==> src/rtl/layer_link_if.sv <==
// Handshake and vector bus between layer_link, its upstream layer and its downstream layer.
interface layer_link_if;
  logic        up_valid;
  logic [62:0] up_data;
  logic        up_ack;
  logic        up_backprop;
  logic [62:0] up_vec;
  logic        up_drive_en;
  logic        dn_mult;
  logic [62:0] dn_vec;
  logic        dn_valid;
  logic [62:0] dn_data;
  logic        dn_ack;

  // System side: presents upstream/downstream messages, consumes link outputs.
  modport master (
    output up_valid, up_data, dn_valid, dn_data,
    input  up_ack, up_backprop, up_vec, up_drive_en, dn_mult, dn_vec, dn_ack
  );

  // Link side: the layer_link block itself.
  modport slave (
    input  up_valid, up_data, dn_valid, dn_data,
    output up_ack, up_backprop, up_vec, up_drive_en, dn_mult, dn_vec, dn_ack
  );
endinterface

==> src/rtl/layer_link.sv <==
// Forward/backward message link between two network layers: forwards the
// upstream vector downstream, waits for the forward result and the delta,
// then drives the delta back upstream with a backprop pulse.
module layer_link #(
  parameter int unsigned TIMEOUT = 255
) (
  input  logic         clk,
  input  logic         reset,
  layer_link_if.slave  lnk,
  output logic         err,
  output logic [7:0]   xfer_count,
  output logic [3:0]   state_dbg
);

  localparam logic [3:0] S_IDLE     = 4'd0;
  localparam logic [3:0] S_F_ACK    = 4'd1;
  localparam logic [3:0] S_F_DROP   = 4'd2;
  localparam logic [3:0] S_F_MULT   = 4'd3;
  localparam logic [3:0] S_F_RES_HI = 4'd4;
  localparam logic [3:0] S_F_RES_LO = 4'd5;
  localparam logic [3:0] S_B_WAIT   = 4'd6;
  localparam logic [3:0] S_B_ACK    = 4'd7;
  localparam logic [3:0] S_B_DROP   = 4'd8;
  localparam logic [3:0] S_B_SEND   = 4'd9;

  localparam int unsigned CW = (TIMEOUT < 2) ? 1 : $clog2(TIMEOUT);
  // Last count value before abort: TIMEOUT cycles are spent in the wait state.
  localparam logic [CW-1:0] CNT_LAST = CW'(TIMEOUT - 1);

  logic [3:0]    state_q, state_d;
  logic [CW-1:0] cnt_q, cnt_d;
  logic          up_ack_q, up_ack_d;
  logic          up_backprop_q, up_backprop_d;
  logic [62:0]   up_vec_q, up_vec_d;
  logic          up_drive_en_q, up_drive_en_d;
  logic          dn_mult_q, dn_mult_d;
  logic [62:0]   dn_vec_q, dn_vec_d;
  logic          dn_ack_q, dn_ack_d;
  logic          err_q, err_d;
  logic [7:0]    xfer_count_q, xfer_count_d;
  logic          waiting;

  // Next-state, output-register and wait-counter logic.
  always_comb begin
    state_d       = state_q;
    cnt_d         = cnt_q;
    up_ack_d      = up_ack_q;
    up_backprop_d = up_backprop_q;
    up_vec_d      = up_vec_q;
    up_drive_en_d = up_drive_en_q;
    dn_mult_d     = dn_mult_q;
    dn_vec_d      = dn_vec_q;
    dn_ack_d      = dn_ack_q;
    err_d         = err_q;
    xfer_count_d  = xfer_count_q;
    waiting       = 1'b0;

    case (state_q)
      S_IDLE: begin
        if (lnk.up_valid) begin
          dn_vec_d = lnk.up_data;
          up_ack_d = 1'b1;
          state_d  = S_F_ACK;
        end
      end
      S_F_ACK: begin
        up_ack_d = 1'b0;
        state_d  = S_F_DROP;
      end
      S_F_DROP: begin
        waiting = 1'b1;
        if (!lnk.up_valid) begin
          dn_mult_d = 1'b1;
          state_d   = S_F_MULT;
        end
      end
      S_F_MULT: begin
        dn_mult_d = 1'b0;
        state_d   = S_F_RES_HI;
      end
      S_F_RES_HI: begin
        waiting = 1'b1;
        if (lnk.dn_valid) state_d = S_F_RES_LO;
      end
      S_F_RES_LO: begin
        waiting = 1'b1;
        if (!lnk.dn_valid) state_d = S_B_WAIT;
      end
      S_B_WAIT: begin
        waiting = 1'b1;
        if (lnk.dn_valid) begin
          up_vec_d = lnk.dn_data;
          dn_ack_d = 1'b1;
          state_d  = S_B_ACK;
        end
      end
      S_B_ACK: begin
        dn_ack_d = 1'b0;
        state_d  = S_B_DROP;
      end
      S_B_DROP: begin
        waiting = 1'b1;
        if (!lnk.dn_valid) begin
          up_drive_en_d = 1'b1;
          up_backprop_d = 1'b1;
          state_d       = S_B_SEND;
        end
      end
      S_B_SEND: begin
        up_backprop_d = 1'b0;
        up_drive_en_d = 1'b0;
        xfer_count_d  = xfer_count_q + 8'd1;
        state_d       = S_IDLE;
      end
      default: state_d = S_IDLE;
    endcase

    // Timeout is evaluated only when the waited-for condition did not arrive,
    // so a condition met on the final allowed cycle still wins.
    if (waiting && (state_d == state_q)) begin
      if (cnt_q == CNT_LAST) begin
        err_d         = 1'b1;
        up_ack_d      = 1'b0;
        up_backprop_d = 1'b0;
        up_drive_en_d = 1'b0;
        dn_mult_d     = 1'b0;
        dn_ack_d      = 1'b0;
        state_d       = S_IDLE;
      end else begin
        cnt_d = cnt_q + 1'b1;
      end
    end
    if (state_d != state_q) cnt_d = '0;
  end

  // State and output registers with synchronous reset.
  always_ff @(posedge clk) begin
    if (reset) begin
      state_q       <= S_IDLE;
      cnt_q         <= '0;
      up_ack_q      <= 1'b0;
      up_backprop_q <= 1'b0;
      up_vec_q      <= '0;
      up_drive_en_q <= 1'b0;
      dn_mult_q     <= 1'b0;
      dn_vec_q      <= '0;
      dn_ack_q      <= 1'b0;
      err_q         <= 1'b0;
      xfer_count_q  <= '0;
    end else begin
      state_q       <= state_d;
      cnt_q         <= cnt_d;
      up_ack_q      <= up_ack_d;
      up_backprop_q <= up_backprop_d;
      up_vec_q      <= up_vec_d;
      up_drive_en_q <= up_drive_en_d;
      dn_mult_q     <= dn_mult_d;
      dn_vec_q      <= dn_vec_d;
      dn_ack_q      <= dn_ack_d;
      err_q         <= err_d;
      xfer_count_q  <= xfer_count_d;
    end
  end

  assign lnk.up_ack      = up_ack_q;
  assign lnk.up_backprop = up_backprop_q;
  assign lnk.up_vec      = up_vec_q;
  assign lnk.up_drive_en = up_drive_en_q;
  assign lnk.dn_mult     = dn_mult_q;
  assign lnk.dn_vec      = dn_vec_q;
  assign lnk.dn_ack      = dn_ack_q;
  assign err             = err_q;
  assign xfer_count      = xfer_count_q;
  assign state_dbg       = state_q;

endmodule
==> src/flat_wrapper.sv <==
// flat-port wrapper written by rule: the top's interface ports become plain ports
module layer_link_flat 
#(
  parameter int unsigned TIMEOUT = 255
)
  (clk, reset, err, xfer_count, state_dbg, lnk_up_valid, lnk_up_data, lnk_dn_valid, lnk_dn_data, lnk_up_ack, lnk_up_backprop, lnk_up_vec, lnk_up_drive_en, lnk_dn_mult, lnk_dn_vec, lnk_dn_ack);
  layer_link_if lnk_i ();
  input  logic clk;
  input  logic reset;
  output logic err;
  output logic [7:0] xfer_count;
  output logic [3:0] state_dbg;
  input wire logic [$bits(lnk_i.up_valid)-1:0] lnk_up_valid;
  input wire logic [$bits(lnk_i.up_data)-1:0] lnk_up_data;
  input wire logic [$bits(lnk_i.dn_valid)-1:0] lnk_dn_valid;
  input wire logic [$bits(lnk_i.dn_data)-1:0] lnk_dn_data;
  output wire logic [$bits(lnk_i.up_ack)-1:0] lnk_up_ack;
  output wire logic [$bits(lnk_i.up_backprop)-1:0] lnk_up_backprop;
  output wire logic [$bits(lnk_i.up_vec)-1:0] lnk_up_vec;
  output wire logic [$bits(lnk_i.up_drive_en)-1:0] lnk_up_drive_en;
  output wire logic [$bits(lnk_i.dn_mult)-1:0] lnk_dn_mult;
  output wire logic [$bits(lnk_i.dn_vec)-1:0] lnk_dn_vec;
  output wire logic [$bits(lnk_i.dn_ack)-1:0] lnk_dn_ack;
  assign lnk_i.up_valid = lnk_up_valid;
  assign lnk_i.up_data = lnk_up_data;
  assign lnk_i.dn_valid = lnk_dn_valid;
  assign lnk_i.dn_data = lnk_dn_data;
  assign lnk_up_ack = lnk_i.up_ack;
  assign lnk_up_backprop = lnk_i.up_backprop;
  assign lnk_up_vec = lnk_i.up_vec;
  assign lnk_up_drive_en = lnk_i.up_drive_en;
  assign lnk_dn_mult = lnk_i.dn_mult;
  assign lnk_dn_vec = lnk_i.dn_vec;
  assign lnk_dn_ack = lnk_i.dn_ack;
  layer_link #(.TIMEOUT(TIMEOUT)) u_core (.clk(clk), .reset(reset), .lnk(lnk_i), .err(err), .xfer_count(xfer_count), .state_dbg(state_dbg));
endmodule
==> config.mk <==
export PLATFORM = sky130hd
export DESIGN_NAME = layer_link_flat
export DESIGN_NICKNAME = d
export VERILOG_FILES = /design/src/rtl/layer_link_if.sv /design/src/rtl/layer_link.sv /design/src/flat_wrapper.sv
export SDC_FILE = /design/constraint.sdc
export NUM_CORES = 1
export LEC_CHECK = 0
export CORE_AREA = 2 2 112 157
export CTS_CLUSTER_SIZE = 40
export DETAILED_ROUTE_END_ITERATION = 10
export DIE_AREA = 0 0 114 159
export PLACE_DENSITY = 0.69
export SLEW_MARGIN = 40
export SYNTH_ARGS = -nofsm -noshare
export SYNTH_HDL_FRONTEND = slang
export SYNTH_SLANG_ARGS = --single-unit
==> constraint.sdc <==
create_clock -name clk -period 2.4 [get_ports clk]
set_input_delay 0.6 -clock clk [delete_from_list [all_inputs] [get_ports clk]]
set_output_delay 0.6 -clock clk [all_outputs]
set_load 0.005 [all_outputs]
==> out/qor.yml <==
clock_network:
  cts_tree: "yes"
  ctsHtreeMaxLevel: 4
  numCtsBuffers: 17
  ctsResizeCount: 0
  cts.path.max_buffers: 2
  clk-insertion-delay-late_ns: 0.42
  clock-root-buffer: "clkbuf_16"
  post_cts_buffers: 0
  hold_buffers: 0
  clock_sinks: 152
  clkTransAtPathRegs_ns: 0.06
layout:
  multi_input_area_um2: 2440
  fillers: 1568
  area_growth_pct: 63.4
  stdcell_count: 1187
  diodes: 0
  seqCellArea_um2: 3040
  fin_nets: 1104
  final_area_um2: 9350
  drive_above_1_share: 0.0762
logic_synthesis:
  synthAdderAreaFrac: 0.00656
  yosys-top-cells-area: "dfxtp_1 (53%), nand2_1 (17%), a21oi_1 (11%), buf_2 (2.4%), nor2_1 (1.4%)"
  ys_seq_elements: 152
  synth_compound_area_frac: 0.157
  ys_warn_count: 0
  synth-seq-area-share: 0.532
  syn_inst: 702
  ys_top_cells_by_count: "nand2_1 (258), dfxtp_1 (152), a21oi_1 (130)"
  synthesis.nets: 835
  synth-xor-area-share: 0.0153
  avgSynthCellArea_um2: 8.15
  ys.flop_type: "dfxtp_1"
  synth_cell_types: 49
  synthMuxAreaShare: 0.00350
  synth_top_area_share: 0.532
  synth_top_family_by_area: "simple AND/OR/NAND/NOR gates"
  synth_edf_count: 0
  yosys.area_share.simple: 0.242
  async_reset_ff_frac: 0
  syn_area_um2: 5720
  synth_top_area_cell: "dfxtp_1"
  yosysMostFrequentCell: "nand2_1"
worst_setup_path:
  worstRegToRegCells: 6
  cp-start-kind: "register"
  path_cells: "clkdlybuf4s50_1"
  crit_end: "state_dbg[2]"
  crit_start: "u_core.state_dbg[2]$_SDFF_PP0_"
  worstSetupPathDepth: 1
  r2r_start: "u_core.state_dbg[2]$_SDFF_PP0_"
  crit_fanout: 16
  slowest_stage: "dfxtp_1"
  cp.required_ns: 1.80
  r2r_end: "u_core.cnt_q[4]$_SDFFE_PP0P_"
  cp_top_family: "flip-flops"
  cp-end-kind: "primary output"
  rrSetupSlack_ns: 0.50
  crit_arrival_ns: 1.65
  max_stage_delay_ns: 0.63
  path_class: "register to primary output"
  path_buf_inv: 1
timing:
  tightest_slew_ns: 0.533
  setup_viol: 0
  fin_tns_setup_ns: 0
  post-route-min-period_ns: 2.25
  slew_violations: 0
  relSlewSlack: 0.644
  min_period_over_period: 0.937
  hold_violations: 0
  max_freq_mhz: 445
  finClkSkew_ns: 0.0103
  timing.final.ws_setup_ns: 0.151
  rsz0062_at_grt: "no"
grt:
  grt_pass1_vias: 5523
  track_usage: 0.195
  grt_pass1_wl_um: 28200
  overflow: 0
  grt_max_degree: 80
  antenna_found_initial: 0
floorplanning:
  initial_core_util: 0.343
  die_w_um: 114
  chipHeight_um: 159
  dieArea_um2: 18100
  core_um2: 16700
  pin_count: 274
  row_count: 56
detailed_routing:
  post-route-drc-count: 0
  first_pass_iters: 4
  vias: 5676
  routedWlPerCell_um: 14.8
  drt-initial-drc-count: 261
  vias_per_cell: 4.78
  wl_um: 17600
  final_antenna_net_count: 0
pwr:
  p_per_area_nw_per_um2: 665
  ir_worst_vdd_mv: 0.426
  p_leak_uw: 0.00330
place:
  dp_slack_ns: 0.0297
  gp_congestion: 0.821
  numPortBuffers: 273
  place_inst: 1155
  dp_hpwl_um: 12400
  post_dp_cell_area_um2: 8750
outcome:
  status: "finished, final reports clean"
flow_run:
  max_cap_violations: 0
worst_hold_path:
  hold_class: "primary input to register"
[per-stage QoR]
step	utilization	hold slack, ns	power (uW)
after floorplan	-	0.453	3050
after global placement	0.525	0.440	3560
after global routing	0.561	0.443	6490
final	0.561	0.450	6220
after CTS	0.561	0.434	6320
after detailed placement	0.525	0.445	3570
[cell usage in the layout (no fill, tap or decap), types with 4 or more instances in the layout]
cell             instances
a211oi_2                 4
a21oi_1                130
buf_12                   6
buf_4                   22
clkbuf_1                 4
clkbuf_16               17
clkdlybuf4s50_1        272
dfxtp_1                152
nand2_1                258
nand2b_1                 5
nand3_1                  6
nand4_1                  5
nor2_1                  21
nor2b_1                  4
nor3_2                   4
o21ai_0                  4
xnor2_1                  4
xor2_1                   6
[power by group]
part           leakage (uW)  internal (uW)  switching (uW)
clock              0.000281           1670            1040
combinational       0.00179            481             343
sequential          0.00123           2620            59.9
total               0.00330           4770            1440
[layer usage]
layer  vias up  routed length [um]  GRT usage
met5         -                   0          0
met4         0                 795      0.110
met3        49                1080     0.0522
met2       186                9010      0.332
met1      2588                6710      0.217
li1       2853                   -          -
[cell type report]
type / instances / area share
inverters: 3 / 0.00120
well taps: 203 / 0.0272
repair buffers: 300 / 0.322
multi-input cells: 497 / 0.261
flip-flops and latches: 152 / 0.325
clock inverters: 10 / 0.0154
clock buffers: 22 / 0.0486
[how the worst min path moves through the flow]
stage | slack, ns | depth (start not counted) | start | to
6_report | 0.45 | 2 | reset | u_core.lnk.up_vec[3]$_SDFFE_PP0P_
5_1_grt | 0.44 | 2 | reset | u_core.lnk.up_vec[3]$_SDFFE_PP0P_
4_1_cts | 0.43 | 2 | reset | u_core.lnk.up_vec[3]$_SDFFE_PP0P_
3_5_place_dp | 0.45 | 2 | u_core.lnk.dn_vec[13]$_SDFFE_PP0P_ | u_core.lnk.dn_vec[13]$_SDFFE_PP0P_
3_3_place_gp | 0.44 | 2 | u_core.lnk.dn_vec[19]$_SDFFE_PP0P_ | u_core.lnk.dn_vec[19]$_SDFFE_PP0P_
2_1_floorplan | 0.45 | 2 | u_core.lnk.dn_vec[0]$_SDFFE_PP0P_ | u_core.lnk.dn_vec[0]$_SDFFE_PP0P_
[registers in the layout, summed over array words and instances (netlist names)]
name	cells
u_core.state_dbg	4
u_core.lnk.dn_ack	1
u_core.cnt_q	8
u_core.lnk.up_backprop	1
u_core.lnk.up_drive_en	1
u_core.lnk.dn_mult	1
u_core.err	1
u_core.xfer_count	8
u_core.lnk.up_vec	63
u_core.lnk.dn_vec	63
u_core.lnk.up_ack	1
[logic make-up (layout without fill, tap and decap cells)]
group / count (synthesis) / after routing
flip-flops: 152 / 152
AO/OA/AOI/OAI: 157 / 157
adder cells (fa/ha/maj): 3 / 3
multiplexers: 2 / 2
AND/OR/NAND/NOR: 325 / 325
buffers and inverters: 53 / 335
XOR/XNOR: 10 / 10
Note: power is estimated with default switching activity, not from simulation.
